===== src/rtl/led_pattern_gen.sv =====
// Multi-channel LED pattern generator: shared tick prescaler driving NUM_CH OFF/ON/BLINK/BREATHE channels.
// Define LED_PATTERN_BREATHE_EN to build the PWM breathe datapath; otherwise mode 3 behaves as BLINK.
module led_pattern_gen #(
   parameter int                NUM_CH       = 4,
   parameter int                TICK_DIV     = 25000,
   parameter int                RATE_W       = 8,
   parameter logic [RATE_W-1:0] DEFAULT_RATE = RATE_W'(15),
   localparam int               CH_W         = (NUM_CH > 1) ? $clog2(NUM_CH) : 1
) (
   input  logic              clk,
   input  logic              rst_n,
   input  logic              wr_en,
   input  logic [CH_W-1:0]   wr_ch,
   input  logic [1:0]        wr_mode,
   input  logic [RATE_W-1:0] wr_rate,
   output logic              tick,
   output logic [NUM_CH-1:0] led
);

   localparam int PRE_W = $clog2(TICK_DIV);
   localparam logic [PRE_W-1:0] PRE_LAST = PRE_W'(TICK_DIV - 1);

   typedef enum logic [1:0] {
      MODE_OFF     = 2'd0,
      MODE_ON      = 2'd1,
      MODE_BLINK   = 2'd2,
      MODE_BREATHE = 2'd3
   } mode_t;

   logic [PRE_W-1:0]  pre_cnt;
   logic              tick_q;

   mode_t             mode_q  [NUM_CH];
   mode_t             mode_d  [NUM_CH];
   logic [RATE_W-1:0] rate_q  [NUM_CH];
   logic [RATE_W-1:0] rate_d  [NUM_CH];
   logic [RATE_W-1:0] cnt_q   [NUM_CH];
   logic [RATE_W-1:0] cnt_d   [NUM_CH];
   logic [NUM_CH-1:0] phase_q;
   logic [NUM_CH-1:0] phase_d;
   logic [NUM_CH-1:0] wr_sel;
   logic [NUM_CH-1:0] led_d;
   logic [NUM_CH-1:0] led_q;

`ifdef LED_PATTERN_BREATHE_EN
   logic [7:0]        duty_q  [NUM_CH];
   logic [7:0]        duty_d  [NUM_CH];
   logic [NUM_CH-1:0] dir_q;   // 1 = ramping down
   logic [NUM_CH-1:0] dir_d;
   logic [7:0]        pwm_cnt;
`endif

   // tick is registered, so it is high in the cycle after the prescaler reaches its last count
   always_ff @(posedge clk or negedge rst_n) begin
      if (!rst_n) begin
         pre_cnt <= '0;
         tick_q  <= 1'b0;
      end else begin
         tick_q  <= (pre_cnt == PRE_LAST);
         pre_cnt <= (pre_cnt == PRE_LAST) ? '0 : pre_cnt + 1'b1;
      end
   end

   assign tick = tick_q;

   // Out-of-range channel indices match no channel, so such writes are dropped.
   always_comb begin
      wr_sel = '0;
      for (int i = 0; i < NUM_CH; i++) begin
         wr_sel[i] = wr_en && (32'(wr_ch) == 32'(i));
      end
   end

`ifdef LED_PATTERN_BREATHE_EN
   always_ff @(posedge clk or negedge rst_n) begin
      if (!rst_n) begin
         pwm_cnt <= '0;
      end else begin
         pwm_cnt <= pwm_cnt + 1'b1;
      end
   end
`endif

   // Channel state register
   always_ff @(posedge clk or negedge rst_n) begin
      if (!rst_n) begin
         for (int i = 0; i < NUM_CH; i++) begin
            mode_q[i] <= MODE_OFF;
            rate_q[i] <= DEFAULT_RATE;
            cnt_q[i]  <= '0;
`ifdef LED_PATTERN_BREATHE_EN
            duty_q[i] <= '0;
`endif
         end
         phase_q <= '0;
`ifdef LED_PATTERN_BREATHE_EN
         dir_q   <= '0;
`endif
      end else begin
         for (int i = 0; i < NUM_CH; i++) begin
            mode_q[i] <= mode_d[i];
            rate_q[i] <= rate_d[i];
            cnt_q[i]  <= cnt_d[i];
`ifdef LED_PATTERN_BREATHE_EN
            duty_q[i] <= duty_d[i];
`endif
         end
         phase_q <= phase_d;
`ifdef LED_PATTERN_BREATHE_EN
         dir_q   <= dir_d;
`endif
      end
   end

   // Next-state: a write takes priority over a coincident tick on the same channel.
   always_comb begin
      phase_d = phase_q;
`ifdef LED_PATTERN_BREATHE_EN
      dir_d   = dir_q;
`endif
      for (int i = 0; i < NUM_CH; i++) begin
         mode_d[i] = mode_q[i];
         rate_d[i] = rate_q[i];
         cnt_d[i]  = cnt_q[i];
`ifdef LED_PATTERN_BREATHE_EN
         duty_d[i] = duty_q[i];
`endif
         if (wr_sel[i]) begin
            mode_d[i]  = mode_t'(wr_mode);
            rate_d[i]  = wr_rate;
            cnt_d[i]   = '0;
            phase_d[i] = 1'b0;
`ifdef LED_PATTERN_BREATHE_EN
            duty_d[i]  = '0;
            dir_d[i]   = 1'b0;
`endif
         end else if (tick_q) begin
            if (cnt_q[i] == rate_q[i]) begin
               cnt_d[i]   = '0;
               phase_d[i] = ~phase_q[i];
`ifdef LED_PATTERN_BREATHE_EN
               // At either end the step turns the ramp around instead of wrapping.
               if (!dir_q[i]) begin
                  if (duty_q[i] == 8'hff) dir_d[i] = 1'b1;
                  else                    duty_d[i] = duty_q[i] + 1'b1;
               end else begin
                  if (duty_q[i] == 8'h00) dir_d[i] = 1'b0;
                  else                    duty_d[i] = duty_q[i] - 1'b1;
               end
`endif
            end else begin
               cnt_d[i] = cnt_q[i] + 1'b1;
            end
         end
      end
   end

   // Output decode, registered below
   always_comb begin
      led_d = '0;
      for (int i = 0; i < NUM_CH; i++) begin
         case (mode_q[i])
            MODE_OFF:     led_d[i] = 1'b0;
            MODE_ON:      led_d[i] = 1'b1;
            MODE_BLINK:   led_d[i] = phase_q[i];
`ifdef LED_PATTERN_BREATHE_EN
            MODE_BREATHE: led_d[i] = (pwm_cnt < duty_q[i]);
`else
            MODE_BREATHE: led_d[i] = phase_q[i];
`endif
            default:      led_d[i] = 1'b0;
         endcase
      end
   end

   always_ff @(posedge clk or negedge rst_n) begin
      if (!rst_n) begin
         led_q <= '0;
      end else begin
         led_q <= led_d;
      end
   end

   assign led = led_q;

endmodule

===== config.mk =====
export PLATFORM = sky130hd
export DESIGN_NAME = led_pattern_gen
export DESIGN_NICKNAME = d
export VERILOG_FILES = /design/src/rtl/led_pattern_gen.sv
export SDC_FILE = /design/constraint.sdc
export NUM_CORES = 1
export LEC_CHECK = 0
export ABC_AREA = 1
export BUFFER_PORTS_ARGS = -buffer_cell sky130_fd_sc_hd__buf_2
export CAP_MARGIN = 40
export CORE_MARGIN = 2
export CORE_UTILIZATION = 35
export CTS_CLUSTER_SIZE = 28
export DETAILED_ROUTE_END_ITERATION = 12
export PLACE_DENSITY_LB_ADDON = 0.12
export SLEW_MARGIN = 20
export SYNTH_ARGS = -nofsm -noshare
export SYNTH_HDL_FRONTEND = slang
export SYNTH_SLANG_ARGS = --single-unit

===== constraint.sdc =====
create_clock -name clk -period 1.5 [get_ports clk]
set_input_delay 0.225 -clock clk [delete_from_list [all_inputs] [get_ports clk]]
set_output_delay 0.225 -clock clk [all_outputs]
set_load 0.05 [all_outputs]

## Yosys cells after proc, flatten, opt, wreduce, memory -nomap -nowiden

Cells that the tools add are included.

| word-level totals | value |
|---|---|
| logic and storage cells | 102 |
| register bits after elaboration | 96 |
| input bits | 15 |

| cells by class | value |
|---|---|
| equal/unequal tests | 20 |
| reduce and logical (&&, ||, !) cells | 25 |
| multiplexer cells | 29 |
| add/sub/neg operators | 5 |
| bitwise gates (word level) | 4 |

Operators by type and width:

| kind | count |
|---|---|
| $mux 8 | 12 |
| $add 8x1->8 const B | 4 |
| $eq 8x8->1 | 4 |
| $eq 2x2->1 const B | 10 |
| $reduce_bool 2->1 | 8 |
| $add 15x1->15 const B | 1 |
| $eq 15x15->1 const B | 1 |
| $mux 15 | 1 |
| $mux 1 | 12 |
| $pmux 1 s3 | 4 |
| $eq 2x1->1 const B | 5 |
| $logic_not 2->1 | 5 |
| $reduce_and 2->1 | 4 |
| $reduce_or 2->1 | 4 |
| $logic_and 1x1->1 | 4 |
| $not 1->1 | 4 |

## Longest topological paths before layout

Gate-level depths: netlist of run 1.

| logic depth | value |
|---|---|
| depth in word-level cells | 4 |
| depth in mapped cells | 10 |
| depth with buffers taken out | 10 |

## Worst setup path before layout of run 1

Ideal clock, no wire load.

| timing path | value |
|---|---|
| path kind | register -> register |
| from | reg tick_q (netlist: tick) |
| to | reg cnt_q[5] (netlist bit) |
| stages on the path, launching flop included | 7 |
| setup slack | 0.015 ns |
| clock period less this slack | 1.485 ns |
| buffers on the path | 1 |
| required time | 1.373 ns |
| arrival | 1.358 ns |
| cell sequence | dfrtp_1 -> inv_2 -> nand2_4 -> buf_6 -> nand2_1 -> xor2_1 -> a21oi_2 |

| between the ends | value |
|---|---|
| cells in the longest elaborated chain, start to end | 1 |

RTL lines:

| what | RTL line | source |
|---|---|---|
| start: declaration | 31 | `logic tick_q;` |
| start signal: assignment | 59 | `tick_q <= (pre_cnt == PRE_LAST);` |
| $reduce_bool 2->1 (no source line) | n/a |  |
| end signal: indexed assignment | 103 | `cnt_q[i] <= cnt_d[i];` |
| end: declaration | 37 | `logic [RATE_W-1:0] cnt_q [NUM_CH];` |

No other way between the ends.
A chain may end at the register's enable or synchronous reset.

## Worst setup path in the final report of run 1

| timing path | value |
|---|---|
| from | reg tick_q (netlist: tick) |
| to | out tick |

RTL lines:

| what | RTL line | source |
|---|---|---|
| end: declaration | 16 | `output logic tick,` |

No word-level cell between the ends.

==> flow_metrics.py, run 1 <==
metrics = {
    "status": {
        "status": "completed",
    },
    "die": {
        "initial_core_util_pct": 36.0,
        "core-area_um2": 13900,
        "pin_count": 20,
        "rows": 43,
        "dieArea_um2": 15300,
        "fp.dieW_um": 124,
        "dieHeight_um": 124,
    },
    "pwr": {
        "p_total_mw": 6.10,
        "ir_worst_vdd_mv": 0.561,
        "p_leak_nw": 2.83,
        "powerDensity_nw_per_um2": 1060,
    },
    "final_layout": {
        "num-fill-cells": 1419,
        "drive_gt1_share_pct": 16.2,
        "seqCellArea_um2": 2420,
        "fin_nets": 700,
        "areaGrowthSynthToFinish_pct": 15.1,
        "diodes": 0,
        "multiInputGateArea_um2": 2180,
    },
    "place": {
        "hpwl_um": 8120,
        "place_worst_setup_slack_ns": 0.0792,
        "numPortBuffers": 19,
        "place_congestion": 0.889,
    },
    "synth": {
        "async_flop_share_pct": 100,
        "ys_seq_area_share_pct": 48.3,
        "yosysWarnings": 0,
        "ys_top_cells_by_area": "dfrtp_1 (40%), nand2_1 (16%), dfstp_2 (8.4%)",
        "yosysMostFrequentCell": "nand2_1",
        "synth_cells": 639,
        "synth_edf_count": 0,
        "ys_ff_latch": 96,
        "ys_types": 31,
        "synthesis.nets": 659,
        "yosys.area.top_type": "dfrtp_1",
        "ys_dominant_reg_cell": "dfrtp_1",
        "synthesis.area_um2": 5020,
        "avgSynthCellArea_um2": 7.85,
        "yosys.area.top_type_share_pct": 39.9,
        "synth.top_cells.by_count": "nand2_1 (217), inv_1 (88), dfrtp_1 (80), o21ai_0 (42), nor2_1 (38)",
    },
    "clock_network": {
        "clk_pin_slew_ns": 0.07,
        "cts_sinks": 96,
        "cts.path.max_buffers": 2,
        "numCtsBuffers": 9,
        "cts_tree": "done",
        "cts-root-buf": "clkbuf_16",
        "worstSkewPairLatency_ns": 0.35,
        "htreeDepth": 3,
    },
    "flow_run": {
        "drv_cap": 0,
    },
    "global_routing": {
        "grt_max_degree": 35,
        "grt-ovfl-total": 0,
        "grt_pass1_wl_um": 19300,
        "grt_pass1_vias": 3963,
        "grt_util_all_layers_pct": 16.4,
        "antenna_found_initial": 0,
    },
    "timing": {
        "setup_viol": 0,
        "skew_ns": 0.0108,
        "tightestPinTransition_ns": 0.296,
        "slew_violations": 0,
        "rsz0062_at_grt": "false",
        "max_freq_ghz": 0.709,
        "setup_slack_ns": 0.0904,
        "holdWs_ns": 0.221,
        "layout_min_cycle_time_ns": 1.41,
        "relSlewSlack_pct": 80.2,
        "hold_viol_final": 0,
        "timing.final.crit_share_pct": 94.0,
        "finalSetupTns_ns": 0,
    },
    "worst_hold_path": {
        "holdPathEnd": "mode_q[5]$_DFFE_PN0P_",
        "hp-start": "wr_mode[1]",
        "min-delay-path-class": "in2reg",
        "hold_depth": 3,
    },
    "setup_path": {
        "critical_path_class": "reg2out",
        "crit_fanout": 13,
        "cp.required_ns": 1.27,
        "r2r_setup_slack_ns": 0.12,
        "cp-end-kind": "output port",
        "critPathLaunchType": "flip-flop",
        "crit_arrival_ns": 1.18,
        "r2r-end": "pre_cnt[10]$_DFF_PN0_",
        "worst_r2r_path_depth": 7,
        "rr_startpoint": "pre_cnt[0]$_DFF_PN0_",
    },
    "route": {
        "drc": 0,
        "vias": 4034,
        "wire_per_inst_um": 12.8,
        "drt-pass1-iter-count": 5,
        "drt_iter0_markers": 244,
        "routed_wl_um": 11100,
        "ant_nets": 0,
        "via_per_inst": 4.66,
    },
}
## timing repair
action                                  in CTS  in global routing
setup buffers                                0                  1
gates resized for setup                      0                 14
endpoints found under the setup margin       0                 25
hold buffers                                 1                  0
endpoints found under the hold margin        9                  0
## per-layer routing
| layer | track usage [%] | up-vias | share of wire (%) |
|---|---|---|---|
| li1 | - | 2082 | - |
| met1 | 23.1 | 1892 | 50 |
| met2 | 24.9 | 45 | 45 |
| met3 | 2.56 | 15 | 2.7 |
| met4 | 7.10 | 0 | 1.8 |
| met5 | 0 | - | 0 |
## critical path: stages (launching register included)
cell     delay (ns)
dfrtp_1        0.36
buf_4          0.24
buf_4          0.24
## cell usage in the layout, fill, tap and decap left out, types with 2 or more instances in the layout
| cell | count |
|---|---|
| inv_2 | 10 |
| clkbuf_1 | 2 |
| nor2_2 | 3 |
| a21oi_1 | 23 |
| clkbuf_16 | 9 |
| a31oi_1 | 4 |
| xor2_1 | 17 |
| nor3_1 | 7 |
| o21ai_1 | 10 |
| nand2_1 | 211 |
| a21oi_2 | 2 |
| clkinv_4 | 2 |
| o21ai_0 | 42 |
| nand3_4 | 4 |
| nand2_2 | 4 |
| nand3_1 | 18 |
| nand2_4 | 6 |
| nand3_2 | 3 |
| dfstp_2 | 16 |
| xnor2_1 | 12 |
| dfrtp_1 | 80 |
| nor2_1 | 36 |
| buf_4 | 25 |
| mux2_2 | 3 |
| inv_1 | 88 |
| nand4_1 | 15 |
| ha_1 | 5 |
| buf_2 | 17 |
## area by class of cell
type                            count  share of cell area, %
Inverter                           98                   6.37
Sequential cell                    96                   42.0
Clock buffer                       12                   4.27
Timing Repair Buffer               44                   5.24
Multi-Input combinational cell    431                   37.7
Clock inverter                      4                  0.520
Tap cell                          180                   3.90
## sequential cells by signal (all words and copies together) (netlist names)
signal and count:
tick 1, pre_cnt 15, mode_q 8, rate_q 32
cnt_q 32, phase_q 4, led 4
## power breakdown
part / leakage, nW / total, mW / internal, mW / switching, mW
combinational: 1.48 / 0.879 / 0.319 / 0.560
sequential: 1.22 / 3.06 / 2.89 / 0.172
clock: 0.133 / 2.16 / 1.17 / 0.990
## through the flow
stage | instance area [um^2] | instances | utilization (%)
6_report | 5770 | 865 | 41.4
3_5_place_dp | 5440 | 847 | 39.0
4_1_cts | 5720 | 864 | 41.1
3_3_place_gp | 5440 | 847 | 39.0
2_1_floorplan | 5020 | 639 | -
5_1_grt | 5770 | 865 | 41.4
## cell families (layout without fill, tap and decap cells)
group,after synthesis,count (layout),share of synthesized area [%]
compound gates,82,82,8.48
buf+inv,112,158,9.12
mux,3,3,0.673
flops,96,96,48.3
simple gates,312,312,27.2
fa+ha+maj,5,5,1.25
xor+xnor,29,29,5.06
## how the worst max path moves through the flow
| stage | to | start | cells after the start |
|---|---|---|---|
| final | tick | tick$_DFF_PN0_ | 2 |
| after CTS | tick | tick$_DFF_PN0_ | 2 |
| after global placement | phase_q[3]$_DFFE_PN0P_ | rate_q[1]$_DFFE_PN1P_ | 9 |
| after detailed placement | phase_q[3]$_DFFE_PN0P_ | rate_q[1]$_DFFE_PN1P_ | 9 |
| after global routing | cnt_q[14]$_DFFE_PN0P_ | cnt_q[8]$_DFFE_PN0P_ | 9 |
| after floorplan | cnt_q[5]$_DFFE_PN0P_ | tick$_DFF_PN0_ | 6 |
Note: power is estimated with default switching activity, not from simulation.
==> inputs of run 2 (changes only) <==
==> constraint.sdc (replaced) <==
create_clock -name clk -period 1.3 [get_ports clk]
set_input_delay 0.195 -clock clk [delete_from_list [all_inputs] [get_ports clk]]
set_output_delay 0.195 -clock clk [all_outputs]
set_load 0.05 [all_outputs]
==> run 2 against run 1 <==
Net effect: the flow now finishes with violations (setup timing); final cell count grew 3.6%; total power grew 24%; sequential power grew 15%; sequential share of layout area down 4.1 points; die area stayed put; worst hold slack got worse by 0.0038 ns; combinational power up 29%; non-clock buffer count grew 30.
==> flow_metrics.py, run 2 (synthesis gave the netlist of run 1 again) <==
metrics = {
    "timing": {
        "slew_violations": 0,
        "hold_viol_final": 0,
        "rsz0062_at_grt": "true",
        "setup_slack_ns": -0.0154,
        "max_freq_ghz": 0.760,
        "setup_viol": 12,
        "relSlewSlack_pct": 79.5,
        "layout_min_cycle_time_ns": 1.32,
        "tightestPinTransition_ns": 0.307,
        "finalSetupTns_ns": -0.121,
        "skew_ns": 0.00651,
        "timing.final.crit_share_pct": 101,
    },
    "flow_run": {
        "drv_cap": 0,
    },
    "die": {
        "fp.dieW_um": 124,
        "dieHeight_um": 124,
        "rows": 43,
        "pin_count": 20,
        "initial_core_util_pct": 36.0,
        "core-area_um2": 13900,
        "dieArea_um2": 15300,
    },
    "clock_network": {
        "htreeDepth": 3,
        "cts-root-buf": "clkbuf_16",
        "cts_sinks": 96,
        "cts_tree": "done",
        "clk_pin_slew_ns": 0.07,
        "cts.path.max_buffers": 2,
        "worstSkewPairLatency_ns": 0.35,
        "numCtsBuffers": 9,
    },
    "route": {
        "drt_iter0_markers": 219,
        "via_per_inst": 4.59,
        "vias": 4114,
        "wire_per_inst_um": 13.1,
        "routed_wl_um": 11800,
        "drt-pass1-iter-count": 4,
        "drc": 0,
        "ant_nets": 0,
    },
    "worst_hold_path": {
        "min-delay-path-class": "in2reg",
    },
    "setup_path": {
        "crit_fanout": 5,
        "crit_chain": "inv_4 > nand4_1 > nor3_2 > nand2_2 > inv_4 > nor3_2",
        "cp-end-kind": "flip-flop",
        "critPathLaunchType": "flip-flop",
        "crit_buf_inv": 2,
        "crit_arrival_ns": 1.55,
        "critical_path_class": "reg2reg",
        "path_delay_family": "simple AND/OR/NAND/NOR gates",
        "cp.required_ns": 1.53,
        "slowest_stage": "dfrtp_1",
        "critical_path.max_stage_delay_ns": 0.42,
    },
    "final_layout": {
        "areaGrowthSynthToFinish_pct": 28.1,
        "num-fill-cells": 1378,
        "fin_nets": 730,
        "layout_common_cells": "nand2_1 (197), inv_1 (84), dfrtp_1 (72)",
        "drive_gt1_share_pct": 30.1,
        "reg.largest.list": "cnt_q: 32 flops, rate_q: 32 flops, pre_cnt: 15 flops",
        "layout_commonest_cell": "nand2_1",
        "fin_area_um2": 6430,
    },
    "global_routing": {
        "grt_pass1_vias": 3912,
        "grt_util_all_layers_pct": 16.6,
        "antenna_found_initial": 0,
        "grt_pass1_wl_um": 19400,
        "grt-ovfl-total": 0,
        "grt_max_degree": 56,
    },
    "place": {
        "hpwl_um": 8220,
        "place_area_um2": 5620,
        "place_congestion": 0.856,
        "numPortBuffers": 19,
    },
    "pwr": {
        "powerDensity_nw_per_um2": 1180,
        "p_leak_nw": 3.07,
        "ir_worst_vdd_mv": 0.645,
    },
    "status": {
        "violations": "setup timing",
        "status": "finished with violations",
    },
}
[run 2: layout make-up]
cell class	instances	area [um^2]	area share, %
Multi-Input combinational cell	431	2480	38.5
Sequential cell	96	2430	37.8
Timing Repair Buffer	74	594	9.24
Inverter	98	375	5.84
Clock buffer	11	243	3.78
Tap cell	180	225	3.50
Clock inverter	5	80.1	1.25
Antenna cell	1	2.50	0.0389
[run 2: timing repair]
action,4_1_cts,5_1_grt
hold buffers,1,0
setup endpoints to repair,33,46
gates cloned,0,0
resized for setup,27,87
endpoints found under the hold margin,27,0
setup buffers,3,7
pin swaps,10,39
[run 2: worst reg2reg max path, stage by stage, from the launching register on]
cell and delay (ns):
dfrtp_1 0.42, inv_4 0.12, nand4_1 0.17, nor3_2 0.19, nand2_2 0.15, inv_4 0.11, nor3_2 0.04
[run 2: through the flow]
stage,hold slack [ns],cells,setup WS (ns),util [%],power [mW]
after global placement,0.0863,869,-0.0797,40.3,4.60
after detailed placement,0.0894,869,-0.0766,40.3,4.63
after CTS,0.205,889,-0.0374,43.6,7.58
final,0.217,896,-0.0154,46.1,7.58
after global routing,0.237,895,-0.116,46.1,7.97
after floorplan,-0.101,639,0.00715,-,4.25
[run 2: worst paths after layout]
kind,startpoint,endpoint,slack (ns),cells past startpoint
max in group asynchronous,rst_n,rate_q[3]$_DFFE_PN1P_,0.41,3
min in group asynchronous,rst_n,cnt_q[21]$_DFFE_PN0P_,0.27,2
max reg2reg,pre_cnt[3]$_DFF_PN0_,pre_cnt[8]$_DFF_PN0_,-0.02,6
min reg2reg,phase_q[3]$_DFFE_PN0P_,phase_q[3]$_DFFE_PN0P_,0.48,2
max,pre_cnt[3]$_DFF_PN0_,pre_cnt[8]$_DFF_PN0_,-0.02,6
min,wr_rate[6],rate_q[30]$_DFFE_PN0P_,0.22,3
[run 2: metal layers]
metal	vias up	track usage, %	wire length (um)
li1	2135	-	-
met1	1913	23.7	5890
met2	48	25.0	5340
met3	18	2.47	250
met4	0	7.32	274
met5	-	0	0
[run 2: power breakdown]
| group | internal [mW] | leakage (nW) | total (mW) | switching, mW |
|---|---|---|---|---|
| combinational | 0.429 | 1.71 | 1.13 | 0.706 |
| clock | 1.74 | 0.152 | 2.91 | 1.18 |
| sequential | 3.34 | 1.21 | 3.53 | 0.198 |
